--- config.mk ---
export PLATFORM = sky130hd
export DESIGN_NAME = pwm_ramp_ctrl
export DESIGN_NICKNAME = d
export VERILOG_FILES = /design/src/rtl/pwm_ramp_ctrl.sv
export SDC_FILE = /design/constraint.sdc
export NUM_CORES = 1
export LEC_CHECK = 0
export BUFFER_PORTS_ARGS = -buffer_cell sky130_fd_sc_hd__buf_2
export CAP_MARGIN = 10
export CORE_UTILIZATION = 65
export CTS_CLUSTER_SIZE = 30
export DETAILED_ROUTE_END_ITERATION = 7
export PLACE_DENSITY_LB_ADDON = 0.2
export SYNTH_ARGS = -nofsm -noshare
export SYNTH_HDL_FRONTEND = slang
export SYNTH_SLANG_ARGS = --single-unit
--- constraint.sdc ---
create_clock -name clk -period 7.44 [get_ports clk]
set_input_delay 0 -clock clk [delete_from_list [all_inputs] [get_ports clk]]
set_output_delay 0 -clock clk [all_outputs]
set_load 0.02 [all_outputs]
--- src/rtl/pwm_ramp_ctrl.sv ---
// Purpose : soft-start duty controller; ramps dc toward an accepted target by STEP per RAMP_DIV PWM periods.
// Latency : dc changes only on the pcnt 255->0 edge; done pulses one cycle after the final step or an equal-target accept.
// Backpressure: tgt_ready is high only in IDLE; targets offered while busy or faulted wait. Optional kill path: `define PWM_RAMP_FAULT_EN.
module pwm_ramp_ctrl #(
    parameter int STEP     = 5,
    parameter int RAMP_DIV = 1
) (
    input  logic       clk,
    input  logic       rst_n,
    input  logic       tgt_valid,
    input  logic [6:0] tgt_dc,
    output logic       tgt_ready,
    output logic [6:0] dc,
    output logic       busy,
    output logic       done,
    input  logic       fault_in,
    input  logic       fault_clr,
    output logic       fault_sts
);

`ifdef PWM_RAMP_FAULT_EN
    typedef enum logic [1:0] {IDLE, RAMP, FAULT} state_t;
`else
    typedef enum logic [1:0] {IDLE, RAMP} state_t;
`endif

    localparam logic [7:0] STEP_W   = 8'(STEP);
    localparam logic [7:0] DIV_LAST = 8'(RAMP_DIV - 1);

    state_t     state;
    logic [7:0] pcnt;
    logic [7:0] divcnt;
    logic [6:0] tgt;
    logic [6:0] tgt_in;
    logic [6:0] dc_next;
    logic [7:0] dc_w;
    logic [7:0] tgt_w;
    logic [7:0] up_sum;
    logic [7:0] dn_lim;

    assign tgt_ready = (state == IDLE);
    assign busy      = (state == RAMP);
    assign tgt_in    = (tgt_dc > 7'd100) ? 7'd100 : tgt_dc;

    // Next duty one step toward the target, computed at 8 bits and clamped so it never overshoots.
    always_comb begin
        dc_w   = {1'b0, dc};
        tgt_w  = {1'b0, tgt};
        up_sum = dc_w + STEP_W;
        dn_lim = tgt_w + STEP_W;
        dc_next = dc;
        if (tgt_w > dc_w) begin
            dc_next = (up_sum > tgt_w) ? tgt : up_sum[6:0];
        end else if (dc_w < dn_lim) begin
            dc_next = tgt;
        end else begin
            dc_next = 7'(dc_w - STEP_W);
        end
    end

`ifdef PWM_RAMP_FAULT_EN
    logic fault_q;
    assign fault_sts = fault_q;
`else
    logic unused_fault;
    assign unused_fault = fault_in ^ fault_clr;
    assign fault_sts    = 1'b0;
`endif

    // Period counter, control FSM, duty register and done pulse; a fault overrides any same-cycle accept or step.
    always_ff @(posedge clk or negedge rst_n) begin
        if (!rst_n) begin
            state  <= IDLE;
            pcnt   <= 8'd0;
            divcnt <= 8'd0;
            dc     <= 7'd0;
            tgt    <= 7'd0;
            done   <= 1'b0;
`ifdef PWM_RAMP_FAULT_EN
            fault_q <= 1'b0;
`endif
        end else begin
            pcnt <= pcnt + 8'd1;
            done <= 1'b0;
`ifdef PWM_RAMP_FAULT_EN
            if (fault_in) begin
                state   <= FAULT;
                dc      <= 7'd0;
                tgt     <= 7'd0;
                divcnt  <= 8'd0;
                fault_q <= 1'b1;
            end else
`endif
            case (state)
                IDLE: begin
                    if (tgt_valid && tgt_ready) begin
                        tgt <= tgt_in;
                        if (tgt_in == dc) begin
                            done <= 1'b1;
                        end else begin
                            state  <= RAMP;
                            divcnt <= 8'd0;
                        end
                    end
                end
                RAMP: begin
                    if (pcnt == 8'hFF) begin
                        if (divcnt == DIV_LAST) begin
                            divcnt <= 8'd0;
                            dc     <= dc_next;
                            if (dc_next == tgt) begin
                                done  <= 1'b1;
                                state <= IDLE;
                            end
                        end else begin
                            divcnt <= divcnt + 8'd1;
                        end
                    end
                end
`ifdef PWM_RAMP_FAULT_EN
                FAULT: begin
                    if (fault_clr) begin
                        state   <= IDLE;
                        fault_q <= 1'b0;
                    end
                end
`endif
                default: state <= IDLE;
            endcase
        end
    end

endmodule

Word-level counts from Yosys, hierarchy flattened
Index checks and enable logic that the tools add are counted.
Widths: inputs -> output; s select.

operators by class
  div/mod/pow operators = 0
  bitwise operators = 0
  add/sub/neg operators = 5
  $mul = 0
  reduce and logical (&&, ||, !) cells = 8
  muxes and demuxes = 21
  equality and inequality tests = 9
  magnitude comparators = 4
  shifts and indexed selects = 0

operator list
  kind                 number
  $mux 8               4
  $mux 7               4
  $add 7x3->8 const B  2
  $add 8x1->8 const B  2
  $pmux 8 s2           1
  $eq 7x7->1           2
  $mux 2               5
  $eq 8x8->1 const B   1
  $gt 8x7->1           1
  $logic_not 8->1      1
  $lt 7x8->1           1
  $ne 2x1->1 const B   4
  $gt 7x7->1           1
  $gt 7x7->1 const B   1
  $sub 7x3->7 const B  1
  $mux 1               5
  $reduce_and 5->1     1
  $pmux 2 s2           1
  $reduce_and 4->1     1
  $reduce_and 3->1     1
  $eq 2x1->1 const B   1
  $logic_not 2->1      1
  $ne 2x2->1 const B   1
  $pmux 1 s2           1
  3 further kinds      3

word-level totals
  input bits = 12
  bits in latches = 0
  bits in writable memories = 0
  output and inout bits = 11
  word-level logic and storage cells = 53
  register bits = 33
  memories = 0
  bits in read-only memories = 0

Logic depth before layout (Yosys ltp)
  depth after elaboration = 9
  mapped depth = 13

Worst setup path before layout
No wires, ideal clock.

  kind = flip-flop to flip-flop
  start = reg dc[0]
  end = reg done
  path slack = 4302 ps
  clock period less this slack = 3138 ps
  library setup time = 124 ps
  path buffers = 2
  data arrival time = 3014 ps
  stages on the path, launching flop included = 13
  required time = 7316 ps
  cell sequence = dfrtp_1 clkbuf_1 inv_1 ha_1 ha_1 nor2b_1 o211ai_1 a21oi_1 or3_1 or2_2 buf_2 o221a_2 o21bai_1

on the way
  cells in the longest elaborated chain, start to end = 9
  elaborated cells between the ends (all ways) = 16

RTL lines
  what                    line  RTL
  start, declared         13    output logic [6:0] dc,
  start signal, assigned  110   dc <= dc_next;
  $add 7x3->8             49    up_sum = dc_w + STEP_W;
  $gt 8x7->1              53    dc_next = (up_sum > tgt_w) ? tgt : up_sum[6:0];
  $mux 7                  53
  $mux 7                  52    if (tgt_w > dc_w) begin
  $eq 7x7->1              111   if (dc_next == tgt) begin
  $mux 1                  111
  $mux 1                  108   if (divcnt == DIV_LAST) begin
  $mux 1                  107   if (pcnt == 8'hFF) begin
  $pmux 1 s2 (*)          94    case (state)
  end signal, assigned    84    done <= 1'b0;
  end signal, assigned    99    done <= 1'b1;
  end signal, assigned    112   done <= 1'b1;
  end, declared           15    output logic done,

Mark *: on every way between the ends. The rest lies on a longest branch, timed or not.
A chain may end at the register's enable or synchronous reset.

Worst setup path after layout
Same ends and word-level chain as after synthesis.

==> summary.md <==
| Metric | Value |
|---|---|
| Layout Nets | 356 |
| Ys flop type | dfrtp_1 |
| Layout cells sized above 1 | 0.107 |
| WP data required | 7.59 ns |
| Crit. End Element | flip-flop |
| Clock Sinks | 32 |
| Root Driver | clkbuf_8 |
| EDFF count, synth | 0 |
| Port Buffers | 19 |
| DRT antenna net count | 0 |
| CP Max Fanout | 10 |
| Vias per inst | 6.16 |
| Tmin final | 3.27 ns |
| Count of final max-slew check failures | 0 |
| Die Span Y | 65.2 um |
| Final period util | 0.440 |
| CTS Buf Count | 5 |
| Hold_sp | tgt_dc[3] |
| Slew margin rel. | 0.314 |
| Mapped Cells | 300 |
| Area of the mapped netlist | 0.00260 sq mm |
| Max clock buf depth | 2 |
| Initial core utilization | 0.694 |
| YS warnings | 0 |
| Row cnt | 22 |
| Initial antenna violation count | 0 |
| Worst r2r src | dc[0] |
| Status | completed |
| HPWL after DPL | 4.48 mm |
| PD cells | 129 mW/mm^2 |
| Critical Path AT | 3.42 ns |
| Antenna cells | 0 |
| Seq/Total Area, Yosys | 0.308 |
| DRC | 0 |
| Setup tns final | 0 ns |
| Post-Route WL | 5.85 mm |
| Pleak | 1.23 nW |
| Average cell area after synthesis | 8.66 sq um |
| Mapped Nets | 339 |
| Reg2Reg Setup Slack | 4.17 ns |
| Commonest non-fill, non-tap cell in the layout | dfrtp_1 |
| Dpl cells | 356 |
| CP startpoint | dc[0] |
| Iter 0 DRT Violations | 197 |
| Largest net degree at the start of global routing | 33 |
| H-tree depth | 2 |
| Count of cell types in the netlist | 49 |
| Chip Width | 65.2 um |
| Core area | 0.00374 sq mm |
| WL/cell | 16.0 um |
| Skew final | 0.00683 ns |
| Ys async rst share | 1.00 |
| Fill count | 287 |
| Vias in the first global route | 2125 |
| Commonest non-fill, non-tap cells in the layout | dfrtp_1, xnor2_1, ha_1 |
| Critical Path Start Type | flip-flop |
| Fmax | 306 MHz |
| Worst reg2reg path endpoint | done |
| IO Pins | 23 |
| CTS tree | done |
| RSZ-0062 raised after global routing | no |
| Die area | 0.00425 sq mm |
| Clock transition at path regs | 0.06 ns |
| Worst Tran Pin Value | 1.02 ns |
| First-pass GRT wire length | 9.68 mm |
| Hold Path Sink | tgt[3] |
| Grt ovf | 0 |
| Area Growth Syn to Fin | 8.19% |
| Final setup vio count | 0 |
| Via Count | 2255 |
| Min-delay worst type | in2reg |
| RePlAce Congestion | 0.878 |
| GRT Util Overall | 0.302 |
| Initial DRT Pass Iterations | 4 |
| Max-cap check violation count | 0 |
| CP Class | reg2reg |
| Clk Latency, worst-skew pair | 0.28 ns |
| Hold Crit Depth | 3 |
| Storage cell area | 801 sq um |
| R2R depth | 11 |
| Multi-input logic area | 0.00166 sq mm |
| Final Instance Count excl. Fillers | 366 |
| Worst vdd ir | 0.000143 V |
| Fin. Hold Viols | 0 |
| Synth Register Bits | 32 |
-- registers in the layout, summed over array words and instances, names as in the netlist --
name	cells
state	1
tgt	7
pcnt	8
done	1
dc	7
divcnt	8
-- timing repair --
action | in CTS | in global routing
gates resized for setup | 0 | 0
endpoints found under the hold margin | 33 | 0
hold buffers | 2 | 0
setup endpoints to repair | 0 | 0
buffers inserted | 0 | 0
-- synthesized netlist by cell type (all sizes together), types with 5 or more instances --
library cell / n / share of area
inv: 20 / 0.029
xnor2: 30 / 0.10
dfrtp: 32 / 0.31
clkbuf: 6 / 0.0087
nand2: 26 / 0.038
a21oi: 13 / 0.025
nor4: 5 / 0.012
nand3: 14 / 0.027
nor3: 9 / 0.017
o21ai: 23 / 0.044
nor2: 12 / 0.017
xor2: 9 / 0.030
o22ai: 6 / 0.014
buf: 5 / 0.012
ha: 27 / 0.13
a31oi: 5 / 0.018
nand4: 5 / 0.012
-- worst max-delay path, cell delays in order, from the launching register on --
cell	delay, ns
dfrtp_1	0.52
a21oi_1	0.34
nor2_1	0.09
xnor2_1	0.34
ha_1	0.32
a21o_1	0.16
a21oi_1	0.17
nor2_1	0.06
or3_1	0.31
or2_2	0.38
o221a_2	0.30
o21bai_1	0.16
-- routing by layer --
layer,track usage,vias up,share of wire
li1,-,1105,-
met1,0.394,1067,0.44
met2,0.514,77,0.50
met3,0.0417,6,0.051
met4,0.0951,0,0.010
met5,0,-,0
-- per-stage QoR --
| stage | util | total power, W | setup WS (ns) | hold slack (ns) | area [sq um] |
|---|---|---|---|---|---|
| after global routing | 0.751 | 0.000378 | 3.94 | 0.0252 | 2810 |
| after detailed placement | 0.722 | 0.000230 | 4.23 | 0.0792 | 2700 |
| after global placement | 0.722 | 0.000228 | 4.24 | 0.0753 | 2700 |
| after CTS | 0.751 | 0.000364 | 4.20 | 0.00717 | 2810 |
| final | 0.751 | 0.000361 | 4.17 | 0.0179 | 2810 |
| after floorplan | - | 0.000214 | 4.30 | -0.296 | 2600 |
-- worst max path at each step --
| stage | end | slack, ns | depth (start not counted) |
|---|---|---|---|
| 2_1_floorplan | done | 4.30 | 12 |
| 3_3_place_gp | done | 4.24 | 11 |
| 3_5_place_dp | done | 4.23 | 11 |
| 4_1_cts | done | 4.20 | 11 |
| 5_1_grt | dc[1] | 3.94 | 11 |
| 6_report | done | 4.17 | 11 |
-- kinds of logic after synthesis --
group,after synthesis,synth area share
AO/OA/AOI/OAI,75,0.195
buffers and inverters,33,0.0520
other,1,0.00144
XOR/XNOR,39,0.131
AND/OR/NAND/NOR,93,0.182
adder cells (fa/ha/maj),27,0.130
flip-flops,32,0.308
-- cell type report --
cell class	instances	share of cell area
Clock buffer	8	0.0320
Inverter	22	0.0294
Multi-Input combinational cell	235	0.591
Tap cell	48	0.0214
Sequential cell	32	0.285
Timing Repair Buffer	21	0.0409
-- power breakdown --
part           switching, W   total, W  internal (W)  leakage, nW
logic             0.0000285  0.0000476     0.0000192        0.812
clock network     0.0000578   0.000133     0.0000753       0.0455
registers        0.00000442   0.000181      0.000176        0.372
total             0.0000907   0.000361      0.000271         1.23
(Power assumes the default switching activity.)
